<file path="src/rtl/loop_replay_unit.sv">
// Loop replay unit: replays a captured loop body from a local buffer until abort or reset.
// Optional iteration cap is enabled by defining REPLAY_ITER_LIMIT_EN (cap value ITER_LIMIT).
module loop_replay_unit #(
    parameter int LOOP_DEPTH = 32,
    parameter int ITER_LIMIT = 1024
) (
    input  logic        clk,
    input  logic        reset,
    input  logic        cap_we,
    input  logic [4:0]  cap_addr,
    input  logic [31:0] cap_instr,
    input  logic        loop_commit,
    input  logic [5:0]  loop_len,
    input  logic [31:0] loop_start_pc,
    input  logic        mispredict,
    input  logic        stall,
    output logic        out_valid,
    output logic [31:0] out_instruction,
    output logic [31:0] out_pc,
    output logic        replay_active,
    output logic [15:0] iter_count,
    output logic        replay_done
);
    localparam int AW = (LOOP_DEPTH > 1) ? $clog2(LOOP_DEPTH) : 1;
    localparam logic [6:0] DEPTH_LEN = 7'(LOOP_DEPTH);
`ifdef REPLAY_ITER_LIMIT_EN
    localparam bit LIMIT_EN = 1'b1;
`else
    localparam bit LIMIT_EN = 1'b0;
`endif

    typedef enum logic [1:0] {
        IDLE   = 2'd0,
        PRIME  = 2'd1,
        STREAM = 2'd2
    } state_t;

    state_t      state_q, state_d;
    logic [31:0] buffer [LOOP_DEPTH];
    logic [5:0]  len_q;
    logic [5:0]  index_q, index_d;
    logic [5:0]  rd_idx;
    logic [31:0] start_pc_q;
    logic [15:0] iter_q, iter_inc;
    logic        commit_ok, transfer, wrap, limit_hit, rd_en;

    // mispredict outranks a same-cycle commit, and every transfer/wrap
    assign commit_ok = loop_commit && !mispredict && (loop_len != 6'd0)
                       && ({1'b0, loop_len} <= DEPTH_LEN);
    assign transfer  = (state_q == STREAM) && !stall && !mispredict;
    assign wrap      = transfer && (index_q == len_q - 6'd1);
    assign iter_inc  = (iter_q == 16'hFFFF) ? iter_q : iter_q + 16'd1;
    assign limit_hit = LIMIT_EN && wrap && ({16'h0, iter_inc} == 32'(ITER_LIMIT));

    assign replay_active = (state_q != IDLE);
    assign iter_count    = iter_q;

    always_ff @(posedge clk) begin
        if (reset) begin
            state_q <= IDLE;
        end else begin
            state_q <= state_d;
        end
    end

    always_comb begin
        state_d = state_q;
        index_d = index_q;
        rd_en   = 1'b0;
        rd_idx  = index_q;
        case (state_q)
            IDLE: begin
                if (commit_ok) begin
                    state_d = PRIME;
                    index_d = '0;
                end
            end
            PRIME: begin
                if (mispredict) begin
                    state_d = IDLE;
                end else begin
                    state_d = STREAM;
                    rd_en   = 1'b1;
                    rd_idx  = '0;
                end
            end
            STREAM: begin
                if (mispredict) begin
                    state_d = IDLE;
                end else if (transfer) begin
                    index_d = wrap ? 6'd0 : index_q + 6'd1;
                    rd_en   = 1'b1;
                    rd_idx  = index_d;
                    if (limit_hit) begin
                        state_d = IDLE;
                        rd_en   = 1'b0;
                    end
                end
            end
            default: state_d = IDLE;
        endcase
    end

    // Buffer is capture-writable only while idle and survives reset
    always_ff @(posedge clk) begin
        if (cap_we && (state_q == IDLE) && ({2'b00, cap_addr} < DEPTH_LEN)) begin
            buffer[AW'(cap_addr)] <= cap_instr;
        end
    end

    // The next entry is fetched on the transfer edge itself, so a stall simply skips the read
    always_ff @(posedge clk) begin
        if (reset) begin
            index_q         <= '0;
            len_q           <= '0;
            start_pc_q      <= '0;
            iter_q          <= '0;
            out_valid       <= 1'b0;
            out_instruction <= '0;
            out_pc          <= '0;
        end else begin
            index_q   <= index_d;
            out_valid <= (state_d == STREAM);
            if ((state_q == IDLE) && commit_ok) begin
                len_q      <= loop_len;
                start_pc_q <= loop_start_pc;
                iter_q     <= '0;
            end else if (wrap) begin
                iter_q <= iter_inc;
            end
            if (rd_en) begin
                out_instruction <= buffer[AW'(rd_idx)];
                out_pc          <= start_pc_q + {24'h0, rd_idx, 2'b00};
            end
        end
    end

`ifdef REPLAY_ITER_LIMIT_EN
    always_ff @(posedge clk) begin
        if (reset) begin
            replay_done <= 1'b0;
        end else begin
            replay_done <= limit_hit;
        end
    end
`else
    assign replay_done = 1'b0;
`endif

endmodule

</file>
<file path="config.mk">
export PLATFORM = sky130hd
export DESIGN_NAME = loop_replay_unit
export DESIGN_NICKNAME = d
export VERILOG_FILES = /design/src/rtl/loop_replay_unit.sv
export SDC_FILE = /design/constraint.sdc
export NUM_CORES = 2
export LEC_CHECK = 0
export CAP_MARGIN = 0
export CORE_UTILIZATION = 28
export CTS_CLUSTER_SIZE = 40
export DETAILED_ROUTE_END_ITERATION = 6
export GPL_TIMING_DRIVEN = 0
export PLACE_DENSITY_LB_ADDON = 0.25
export SKIP_CTS_REPAIR_TIMING = 1
export SLEW_MARGIN = 20
export SYNTH_ARGS = -nofsm -noshare
export SYNTH_HDL_FRONTEND = slang
export SYNTH_SLANG_ARGS = --single-unit
</file>
<file path="constraint.sdc">
create_clock -name clk -period 4.5 [get_ports clk]
set_input_delay 0.675 -clock clk [delete_from_list [all_inputs] [get_ports clk]]
set_output_delay 0.675 -clock clk [all_outputs]
set_load 0.02 [all_outputs]
</file>
==> results_dict.tcl <==
set metrics [dict create \
    clock-sinks 1151 \
    hold_path.class "input pin to flip-flop" \
    synth_fp_nets 3509 \
    synth_area_um2 46040 \
    antenna_found_initial 15 \
    yosysMostFrequentCell "edfxtp_1" \
    cp.depth 24 \
    first_global_vias 29440 \
    via_per_inst 4.964 \
    critPathCaptureType "flip-flop" \
    grt_pass1_wl_mm 211.5 \
    ys_top_cells_by_area "edfxtp_1 (67%), dfxtp_1 (5.5%), nand2_1 (5.0%)" \
    drv_cap 0 \
    max_freq_ghz 0.2228 \
    rr_startpoint "state_q[0]$_SDFF_PP0_" \
    place_hpwl_mm 104.3 \
    relSlewSlack 0.2216 \
    drive_above_1_share 0.1232 \
    ys_types 66 \
    r2r_end "out_pc[22]$_SDFFE_PP0P_" \
    worstMarginPinSlew_ps 1168 \
    synth_seq_area_share 0.7232 \
    cts_tree "done" \
    routedWlPerCell_um 24.60 \
    critical_path.max_fanout 8 \
    vdd_ir_drop_max_mv 0.3641 \
    drtAntennaViolNets 0 \
    insertion_delay_ps 760 \
    grt_setup_unrepaired "true" \
    reg2regPathDepth 24 \
    syn_area_per_cell_um2 13.49 \
    h-tree-depth 4 \
    route.detailed.drc 0 \
    path_delay_family "compound AO/OA/AOI/OAI gates" \
    wl_met3_mm 11.03 \
    nFillCells 16030 \
    totalNegativeSetupSlack_ps 0 \
    io-pin-count 164 \
    num_vias 30030 \
    path_cells "inv_4 > ha_4 > buf_6 > or3b_1 > buf_6 > nor3_4 > nand4b_4 > o211a_1 > a21oi_4 > inv_4 > buf_12 > buf_12 > buf_12 > ha_4 > fa_2 > a21o_1 > a21oi_2 > o21bai_2 > a21oi_4 > nor3_4 > nand2_2 > buf_6 > xor2_1 > a211oi_1" \
    synth_edf_count 1024 \
    grt_usage 0.1756 \
    timing.final.ws_setup_ps 11.77 \
    reg2reg_slack_ps 10 \
    crit_slowest_cell "dfxtp_4" \
    grt_max_degree 33 \
    dieArea_um2 166000 \
    yosys_warnings 0 \
    area_growth_pct 22.17 \
    ff_latch_area_um2 33300 \
    wl_met1_mm 65.42 \
    power_leakage_nw 17.39 \
    die_h_um 407.5 \
    holdPathStages 2 \
    crit_start "state_q[0]$_SDFF_PP0_" \
    ys_async_sr_fraction 0 \
    fin_crit_sh 0.9974 \
    period_minus_slack_ps 4488 \
    clk_pin_slew_ps 60 \
    highest-signal-layer "met5" \
    required_ps 5110 \
    clk_path_buf_depth 3 \
    finalClockSkew_ps 28.91 \
    p_per_area_nw_per_um2 404.1 \
    drt-total-wl_mm 148.8 \
    slowest_delay_ps 360 \
    place.gp.congestion 0.8256 \
    multi_input_area_um2 12240 \
    design_area_um2 56240 \
    die_x_um 407.5 \
    placed_area_um2 51420 \
    finalSetupViolCount 0 \
    core_area_um2 163000 \
    crit_type "flip-flop to flip-flop" \
    synth_common_cells "edfxtp_1 (1024), nand2_1 (610), a21oi_1 (250)" \
    finalHoldViolCount 0 \
    slew_violations 0 \
    io_buffers 161 \
    arrival_ps 5100 \
    drt_first_iter_violations 2589 \
    dr.pass1.iters 5 \
    synth.largest_area_cell "edfxtp_1" \
    status "finished, final reports clean" \
    worstPathBufferInverterCount 8 \
    synth_top_area_share 0.6679 \
    cts_buffers 130 \
    cts-root-buf "clkbuf_16" \
    start_util 0.2825 \
    rows 148 \
    crit_path_start_kind "flip-flop" \
    cp-endpoint "out_pc[22]$_SDFFE_PP0P_" \
    wl_met2_mm 68.11 \
    synth_cells 3413 \
    post-place-ws_ps -2405 \
    synth-seq-cells 1151 \
    grt-ovfl-total 0 \
    synth_ff_type "edfxtp_1" \
    fin_nets 3867 \
]
==> registers in the layout, summed over array words and instances, names as in the netlist <==
register and cells:
buffer 1024, out_instruction 32, out_pc 32, start_pc_q 32, iter_count 16, index_q 6
len_q 6, state_q 2, out_valid 1
==> per-layer routing <==
layer,up-vias,global-route usage
li1,13670,-
met1,15100,0.2353
met2,1035,0.2759
met3,214,0.04497
met4,6,0.05795
met5,-,0
==> kinds of logic after synthesis <==
kind of cell	Yosys count	synth area share
flops	1151	0.7232
compound gates	758	0.1179
other cells	1	0.00008146
buf+inv	260	0.02305
xor+xnor	48	0.009132
mux	65	0.01413
simple gates	1115	0.1083
fa+ha+maj	15	0.004240
==> placed cells by master (no fill, tap or decap), types with 10 or more instances in the layout <==
| master | Yosys | routed |
|---|---|---|
| a211oi_1 | 184 | 178 |
| a211oi_2 | 30 | 35 |
| a21oi_1 | 250 | 247 |
| a221oi_2 | 30 | 30 |
| a22oi_1 | 35 | 35 |
| a311oi_1 | 67 | 66 |
| a31oi_1 | 33 | 33 |
| and3_1 | 136 | 136 |
| buf_1 | 21 | 17 |
| buf_12 | 0 | 25 |
| buf_16 | 0 | 20 |
| buf_2 | 32 | 62 |
| buf_4 | 4 | 23 |
| buf_6 | 4 | 13 |
| clkbuf_1 | 187 | 212 |
| clkbuf_16 | 0 | 132 |
| clkdlybuf4s50_1 | 0 | 129 |
| clkinv_1 | 0 | 24 |
| clkinv_2 | 0 | 10 |
| dfxtp_1 | 127 | 125 |
| edfxtp_1 | 1024 | 1024 |
| mux2i_1 | 65 | 65 |
| nand2_1 | 610 | 604 |
| nand3_1 | 116 | 112 |
| nor2_1 | 159 | 127 |
| nor2_4 | 0 | 32 |
| nor3b_1 | 34 | 25 |
| o211ai_1 | 32 | 32 |
| o21ai_0 | 14 | 11 |
| o21bai_1 | 33 | 32 |
| o22ai_1 | 33 | 33 |
| xnor2_1 | 19 | 17 |
| xor2_1 | 29 | 29 |
==> per-stage QoR <==
step | cells | total power [mW] | util | hold slack [ps]
6_report | 6049 | 22.73 | 0.3451 | 373.1
3_3_place_gp | 5749 | 12.45 | 0.3092 | 441.8
4_1_cts | 6018 | 22.89 | 0.3411 | 334.2
2_1_floorplan | 3413 | 12.11 | - | 432.1
5_1_grt | 6046 | 23.33 | 0.3451 | 355.0
3_5_place_dp | 5786 | 12.47 | 0.3155 | 447.8
==> worst min path at each step <==
stage / from / to / slack [ps]
5_1_grt: cap_instr[4] / buffer[3][4]$_DFFE_PP_ / 360
4_1_cts: cap_instr[4] / buffer[14][4]$_DFFE_PP_ / 330
2_1_floorplan: start_pc_q[0]$_SDFFE_PP0P_ / out_pc[0]$_SDFFE_PP0P_ / 430
3_3_place_gp: out_pc[5]$_SDFFE_PP0P_ / out_pc[5]$_SDFFE_PP0P_ / 440
3_5_place_dp: out_pc[1]$_SDFFE_PP0P_ / out_pc[1]$_SDFFE_PP0P_ / 450
6_report: cap_instr[4] / buffer[3][4]$_DFFE_PP_ / 370
==> power by group <==
part / internal, mW / switching, mW
Clock: 6.01 / 4.47
Combinational: 0.137 / 0.368
Sequential: 11.7 / 0.0340
Total: 17.9 / 4.87
==> final cells by class <==
type / instances / area share
sequential: 1151 / 0.5920
multi-input combinational: 2002 / 0.2176
clock buffer: 171 / 0.06240
tap: 2175 / 0.04839
timing repair buffer: 226 / 0.04616
buffer: 248 / 0.02047
clock inverter: 61 / 0.01181
inverter: 12 / 0.0009788
antenna: 3 / 0.0001335
Note: power is estimated with default switching activity, not from simulation.
